File: src/rtl/mc_pkg.sv
// rtl/mc_pkg.sv - shared state, opcode and select encodings for the multi-cycle MIPS control
package mc_pkg;

    typedef enum logic [3:0] {
        S_FETCH   = 4'd0,
        S_DECODE  = 4'd1,
        S_MEMADR  = 4'd2,
        S_MEMRD   = 4'd3,
        S_MEMWB   = 4'd4,
        S_MEMWR   = 4'd5,
        S_EXECUTE = 4'd6,
        S_ALUWB   = 4'd7,
        S_BRANCH  = 4'd8,
        S_ADDIEX  = 4'd9,
        S_ADDIWB  = 4'd10,
        S_JUMP    = 4'd11
    } state_e;

    localparam logic [5:0] OP_R    = 6'b000000;
    localparam logic [5:0] OP_LW   = 6'b100011;
    localparam logic [5:0] OP_SW   = 6'b101011;
    localparam logic [5:0] OP_BEQ  = 6'b000100;
    localparam logic [5:0] OP_J    = 6'b000010;
    localparam logic [5:0] OP_ADDI = 6'b001000;

    localparam logic [1:0] ALU_ADD   = 2'b00;
    localparam logic [1:0] ALU_SUB   = 2'b01;
    localparam logic [1:0] ALU_FUNCT = 2'b10;

    localparam logic [1:0] SRCB_B       = 2'b00;
    localparam logic [1:0] SRCB_FOUR    = 2'b01;
    localparam logic [1:0] SRCB_IMM     = 2'b10;
    localparam logic [1:0] SRCB_IMM_SH2 = 2'b11;

    localparam logic [1:0] PCSRC_ALU    = 2'b00;
    localparam logic [1:0] PCSRC_ALUOUT = 2'b01;
    localparam logic [1:0] PCSRC_JUMP   = 2'b10;

endpackage

File: src/rtl/mc_out_decode.sv
// rtl/mc_out_decode.sv - combinational map from current state to datapath control outputs
module mc_out_decode
    import mc_pkg::*;
(
    input  state_e      state,
    input  logic        memReady,
    input  logic        rst,
    output logic        pcWrite,
    output logic        pcWriteCond,
    output logic        iorD,
    output logic        memRead,
    output logic        memWrite,
    output logic        irWrite,
    output logic        memToReg,
    output logic        regDst,
    output logic        regWrite,
    output logic        aluSrcA,
    output logic [1:0]  aluSrcB,
    output logic [1:0]  aluOp,
    output logic [1:0]  pcSource,
    output logic        instrDone
);

    always_comb begin
        pcWrite     = 1'b0;
        pcWriteCond = 1'b0;
        iorD        = 1'b0;
        memRead     = 1'b0;
        memWrite    = 1'b0;
        irWrite     = 1'b0;
        memToReg    = 1'b0;
        regDst      = 1'b0;
        regWrite    = 1'b0;
        aluSrcA     = 1'b0;
        aluSrcB     = SRCB_B;
        aluOp       = ALU_ADD;
        pcSource    = PCSRC_ALU;
        instrDone   = 1'b0;

        case (state)
            S_FETCH: begin
                memRead = 1'b1;
                irWrite = memReady;
                pcWrite = memReady;
                aluSrcB = SRCB_FOUR;
            end
            S_DECODE: aluSrcB = SRCB_IMM_SH2;
            S_MEMADR, S_ADDIEX: begin
                aluSrcA = 1'b1;
                aluSrcB = SRCB_IMM;
            end
            S_MEMRD: begin
                memRead = 1'b1;
                iorD    = 1'b1;
            end
            S_MEMWR: begin
                memWrite  = 1'b1;
                iorD      = 1'b1;
                instrDone = memReady;
            end
            S_MEMWB: begin
                regWrite  = 1'b1;
                memToReg  = 1'b1;
                instrDone = 1'b1;
            end
            S_EXECUTE: begin
                aluSrcA = 1'b1;
                aluOp   = ALU_FUNCT;
            end
            S_ALUWB: begin
                regWrite  = 1'b1;
                regDst    = 1'b1;
                instrDone = 1'b1;
            end
            S_ADDIWB: begin
                regWrite  = 1'b1;
                instrDone = 1'b1;
            end
            S_BRANCH: begin
                aluSrcA     = 1'b1;
                aluOp       = ALU_SUB;
                pcWriteCond = 1'b1;
                pcSource    = PCSRC_ALUOUT;
                instrDone   = 1'b1;
            end
            S_JUMP: begin
                pcWrite   = 1'b1;
                pcSource  = PCSRC_JUMP;
                instrDone = 1'b1;
            end
            default: ;
        endcase

        // Reset suppresses every strobe so an interrupted instruction never commits
        if (rst) begin
            regWrite    = 1'b0;
            memWrite    = 1'b0;
            memRead     = 1'b0;
            pcWrite     = 1'b0;
            pcWriteCond = 1'b0;
            irWrite     = 1'b0;
            instrDone   = 1'b0;
        end
    end

endmodule

File: src/rtl/mc_control.sv
// rtl/mc_control.sv - multi-cycle MIPS main control FSM with sticky illegal-opcode flag
module mc_control
    import mc_pkg::*;
#(
    parameter int STATE_W = 4
) (
    input  logic               clk,
    input  logic               rst,
    input  logic [5:0]         op,
    input  logic               memReady,
    output logic               pcWrite,
    output logic               pcWriteCond,
    output logic               iorD,
    output logic               memRead,
    output logic               memWrite,
    output logic               irWrite,
    output logic               memToReg,
    output logic               regDst,
    output logic               regWrite,
    output logic               aluSrcA,
    output logic [1:0]         aluSrcB,
    output logic [1:0]         aluOp,
    output logic [1:0]         pcSource,
    output logic               instrDone,
    output logic               illegalOp,
    output logic [STATE_W-1:0] state
);

    state_e state_q;
    state_e state_d;
    logic   illegal_q;
    logic   set_illegal;

    always_ff @(posedge clk) begin
        if (rst) begin
            state_q   <= S_FETCH;
            illegal_q <= 1'b0;
        end else begin
            state_q <= state_d;
            if (set_illegal) begin
                illegal_q <= 1'b1;
            end
        end
    end

    always_comb begin
        state_d     = S_FETCH;
        set_illegal = 1'b0;
        case (state_q)
            S_FETCH:   state_d = memReady ? S_DECODE : S_FETCH;
            S_DECODE: begin
                case (op)
                    OP_LW, OP_SW: state_d = S_MEMADR;
                    OP_R:         state_d = S_EXECUTE;
                    OP_BEQ:       state_d = S_BRANCH;
                    OP_J:         state_d = S_JUMP;
                    OP_ADDI:      state_d = S_ADDIEX;
                    default: begin
                        state_d     = S_FETCH;
                        set_illegal = 1'b1;
                    end
                endcase
            end
            S_MEMADR:  state_d = (op == OP_LW) ? S_MEMRD : S_MEMWR;
            S_MEMRD:   state_d = memReady ? S_MEMWB : S_MEMRD;
            S_MEMWR:   state_d = memReady ? S_FETCH : S_MEMWR;
            S_EXECUTE: state_d = S_ALUWB;
            S_ADDIEX:  state_d = S_ADDIWB;
            // Write-back/terminal states and unused codes 12-15 all return to FETCH
            default:   state_d = S_FETCH;
        endcase
    end

    assign illegalOp = illegal_q;
    assign state     = STATE_W'(state_q);

    mc_out_decode u_out_decode (
        .state       (state_q),
        .memReady    (memReady),
        .rst         (rst),
        .pcWrite     (pcWrite),
        .pcWriteCond (pcWriteCond),
        .iorD        (iorD),
        .memRead     (memRead),
        .memWrite    (memWrite),
        .irWrite     (irWrite),
        .memToReg    (memToReg),
        .regDst      (regDst),
        .regWrite    (regWrite),
        .aluSrcA     (aluSrcA),
        .aluSrcB     (aluSrcB),
        .aluOp       (aluOp),
        .pcSource    (pcSource),
        .instrDone   (instrDone)
    );

endmodule

File: config.mk
export PLATFORM = sky130hd
export DESIGN_NAME = mc_control
export DESIGN_NICKNAME = d
export VERILOG_FILES = /design/src/rtl/mc_pkg.sv /design/src/rtl/mc_out_decode.sv /design/src/rtl/mc_control.sv
export SDC_FILE = /design/constraint.sdc
export NUM_CORES = 1
export LEC_CHECK = 0
export CORE_ASPECT_RATIO = 1.1
export CORE_MARGIN = 4
export CORE_UTILIZATION = 38
export CTS_BUF_LIST = sky130_fd_sc_hd__clkbuf_8
export DETAILED_ROUTE_END_ITERATION = 16
export PLACE_DENSITY_LB_ADDON = 0.05
export SETUP_SLACK_MARGIN = 0.15
export SKIP_CTS_REPAIR_TIMING = 1
export SLEW_MARGIN = 20
export SYNTH_ARGS = -nofsm -noshare
export SYNTH_HDL_FRONTEND = slang
export SYNTH_HIERARCHICAL = 1
export SYNTH_SLANG_ARGS = --single-unit
File: constraint.sdc
create_clock -name clk -period 1.3 [get_ports clk]
set_input_delay 0.26 -clock clk [delete_from_list [all_inputs] [get_ports clk]]
set_output_delay 0.26 -clock clk [all_outputs]
set_load 0.01 [all_outputs]
==> metrics.cfg <==
[run_status]
outcome=finished with violations
violations=setup timing

[die]
io_pins=31
rows=15
core_sq_um=1595
start_util_pct=40.94
die_h_um=51.48
die_x_um=47.53
dieArea_sq_um=2447

[layout]
layout_common_cells=buf_4 (37), buf_2 (16), dlymetal6s2s_1 (9)
instances_no_fill=174
post-route-util_pct=88.39
final_common_cell=buf_4
layout-drive-gt1-share_pct=66.24
design_area_sq_um=1410
diodes=0
fin_nets=167
area.growth.synth_to_final_pct=115.9
fill_cells=83

[placed_design]
postPlaceCellArea_sq_um=1186
portBuffers=30
gp_congestion=0.8168
placedCellCount=155
dp_hpwl_um=1660

[setup_path]
path_class=flip-flop to primary output
crit_fanout=7
crit_required_ns=1.04
startpoint_type=flip-flop
worstPathArrival_ns=1.31
endpoint_kind=primary output

[global_routing]
grt_use_total_pct=17.13
grt_pass1_vias=808
grt_first_pass_wirelength_um=3167
grt_max_degree=12
grt_overflow_total=0
antenna_found_initial=0

[sta]
tightest_slew_ns=0.3657
fmax_mhz=638.7
rsz0062_at_grt=true
slew_headroom_pct=75.36
period_needed_ns=1.566
setup_viol=22
min_period_over_period_pct=120.4
final_hold_viol_count=0
finClkSkew_ns=0.002315
drv_slew=0
layout_setup_ws_ns=-0.2657

[synthesis]
synth.cell_area_sq_um=653.1
synth_edf_count=0
synth_area_leader_cell=dfxtp_1
async_reset_ff_share_pct=0
syn_nets=95
synth_warnings=6
synth_cell_types=40
synth_cells=86
synth-seq-area-share_pct=15.33
synth_top_area_share_pct=15.33
syn_avg_cell_area_sq_um=7.594
ys.flop_type=dfxtp_1
synth.area.top_cells=dfxtp_1 (15%), a21oi_1 (7.7%), nor3_1 (6.9%), buf_6 (5.2%), nor2_1 (4.6%)
synth_seq_cells=5

[route]
firstDrtPassIters=5
ant_nets=0
wl_per_cell_um=17.71
routed_wl_um=3082
vias=960
drc=0
dr.first_iter.drc_count=12
viasPerCell=5.517

[power]
ir_drop_mv=1.077
p_per_area_nw_per_um2=491.2
leakage_nw=0.7196

[clocking]
numCtsBuffers=3
cts_buffer_depth=2
htree_levels=1
clkTransAtPathRegs_ns=0.04
clock-sinks=5
cts_tree=done
cts-root-buf=clkbuf_8
insertion_delay_ns=0.22

[job]
maxCapViolations=0

[worst_hold_path]
hp-class=flip-flop to flip-flop

[sequential cells by signal, indices dropped and copies added, names as in the netlist]
| register | flops |
|---|---|
| state | 4 |
| illegalOp | 1 |
[final cells by class]
cell class	instances	area, sq um	area share, %
clock inverter	1	3.754	0.2662
timing repair buffer	74	583.1	41.35
clock buffer	3	41.29	2.928
inverter	1	3.754	0.2662
tap	17	21.27	1.508
sequential	5	112.6	7.986
multi-input combinational	73	644.4	45.70
[worst max-delay path: stages (launching register included)]
cell            delay, ns
dfxtp_2              0.33
buf_4                0.16
xor2_1               0.24
buf_4                0.16
nor2b_2              0.03
dlymetal6s2s_1       0.16
[where the power goes]
group	switching, mW	total, mW	internal [mW]
Sequential	0.00473	0.159	0.154
Clock	0.0787	0.281	0.203
Combinational	0.117	0.252	0.136
[synth_stat cells (2+ instances only)]
cell / instances
or2b_1: 2
nor4_1: 2
nand2b_1: 4
nor3b_1: 2
nor2b_1: 3
o21ai_0: 3
o21bai_1: 3
dfxtp_1: 5
a21oi_1: 10
nand2b_4: 2
xnor2_1: 2
nor2_1: 8
xor2_1: 2
buf_4: 2
buf_6: 3
nor3_1: 9
[final timing paths]
| path | slack [ns] | end | cells past startpoint | from |
|---|---|---|---|---|
| setup reg to reg | -0.25 | illegalOp$_SDFFE_PP0P_ | 4 | state[0]$_SDFF_PP0_ |
| hold / removal | 0.46 | illegalOp$_SDFFE_PP0P_ | 2 | illegalOp$_SDFFE_PP0P_ |
| hold reg to reg | 0.46 | illegalOp$_SDFFE_PP0P_ | 2 | illegalOp$_SDFFE_PP0P_ |
| setup / recovery | -0.27 | memRead | 5 | state[0]$_SDFF_PP0_ |
[metrics by stage]
| step | setup WS (ns) | setup TNS, ns | power (mW) | hold slack, ns |
|---|---|---|---|---|
| 2_1_floorplan | -0.1023 | -0.1023 | 0.2539 | 0.3291 |
| 3_3_place_gp | -0.6766 | -9.305 | 0.3663 | 0.4361 |
| 3_5_place_dp | -0.7097 | -9.777 | 0.3710 | 0.4458 |
| 4_1_cts | -0.7141 | -11.99 | 0.6493 | 0.4574 |
| 5_1_grt | -0.3125 | -4.668 | 0.7248 | 0.4812 |
| 6_report | -0.2657 | -3.723 | 0.6926 | 0.4607 |
[logic make-up (layout without fill, tap and decap cells)]
group | count (synthesis) | in the layout | synth area share [%]
and+or+nand+nor | 45 | 45 | 44.64
AOI/OAI and AO/OA | 24 | 24 | 23.95
buffers and inverters | 8 | 79 | 10.73
DFF | 5 | 5 | 15.33
xor gates and xnor gates | 4 | 4 | 5.365
[layer usage]
layer | GRT usage (%) | wire [um]
met2 | 33.26 | 1713
met3 | 4.930 | 149
met1 | 16.63 | 1122
met5 | 0 | 0
met4 | 4.036 | 96
(Power assumes the default switching activity.)
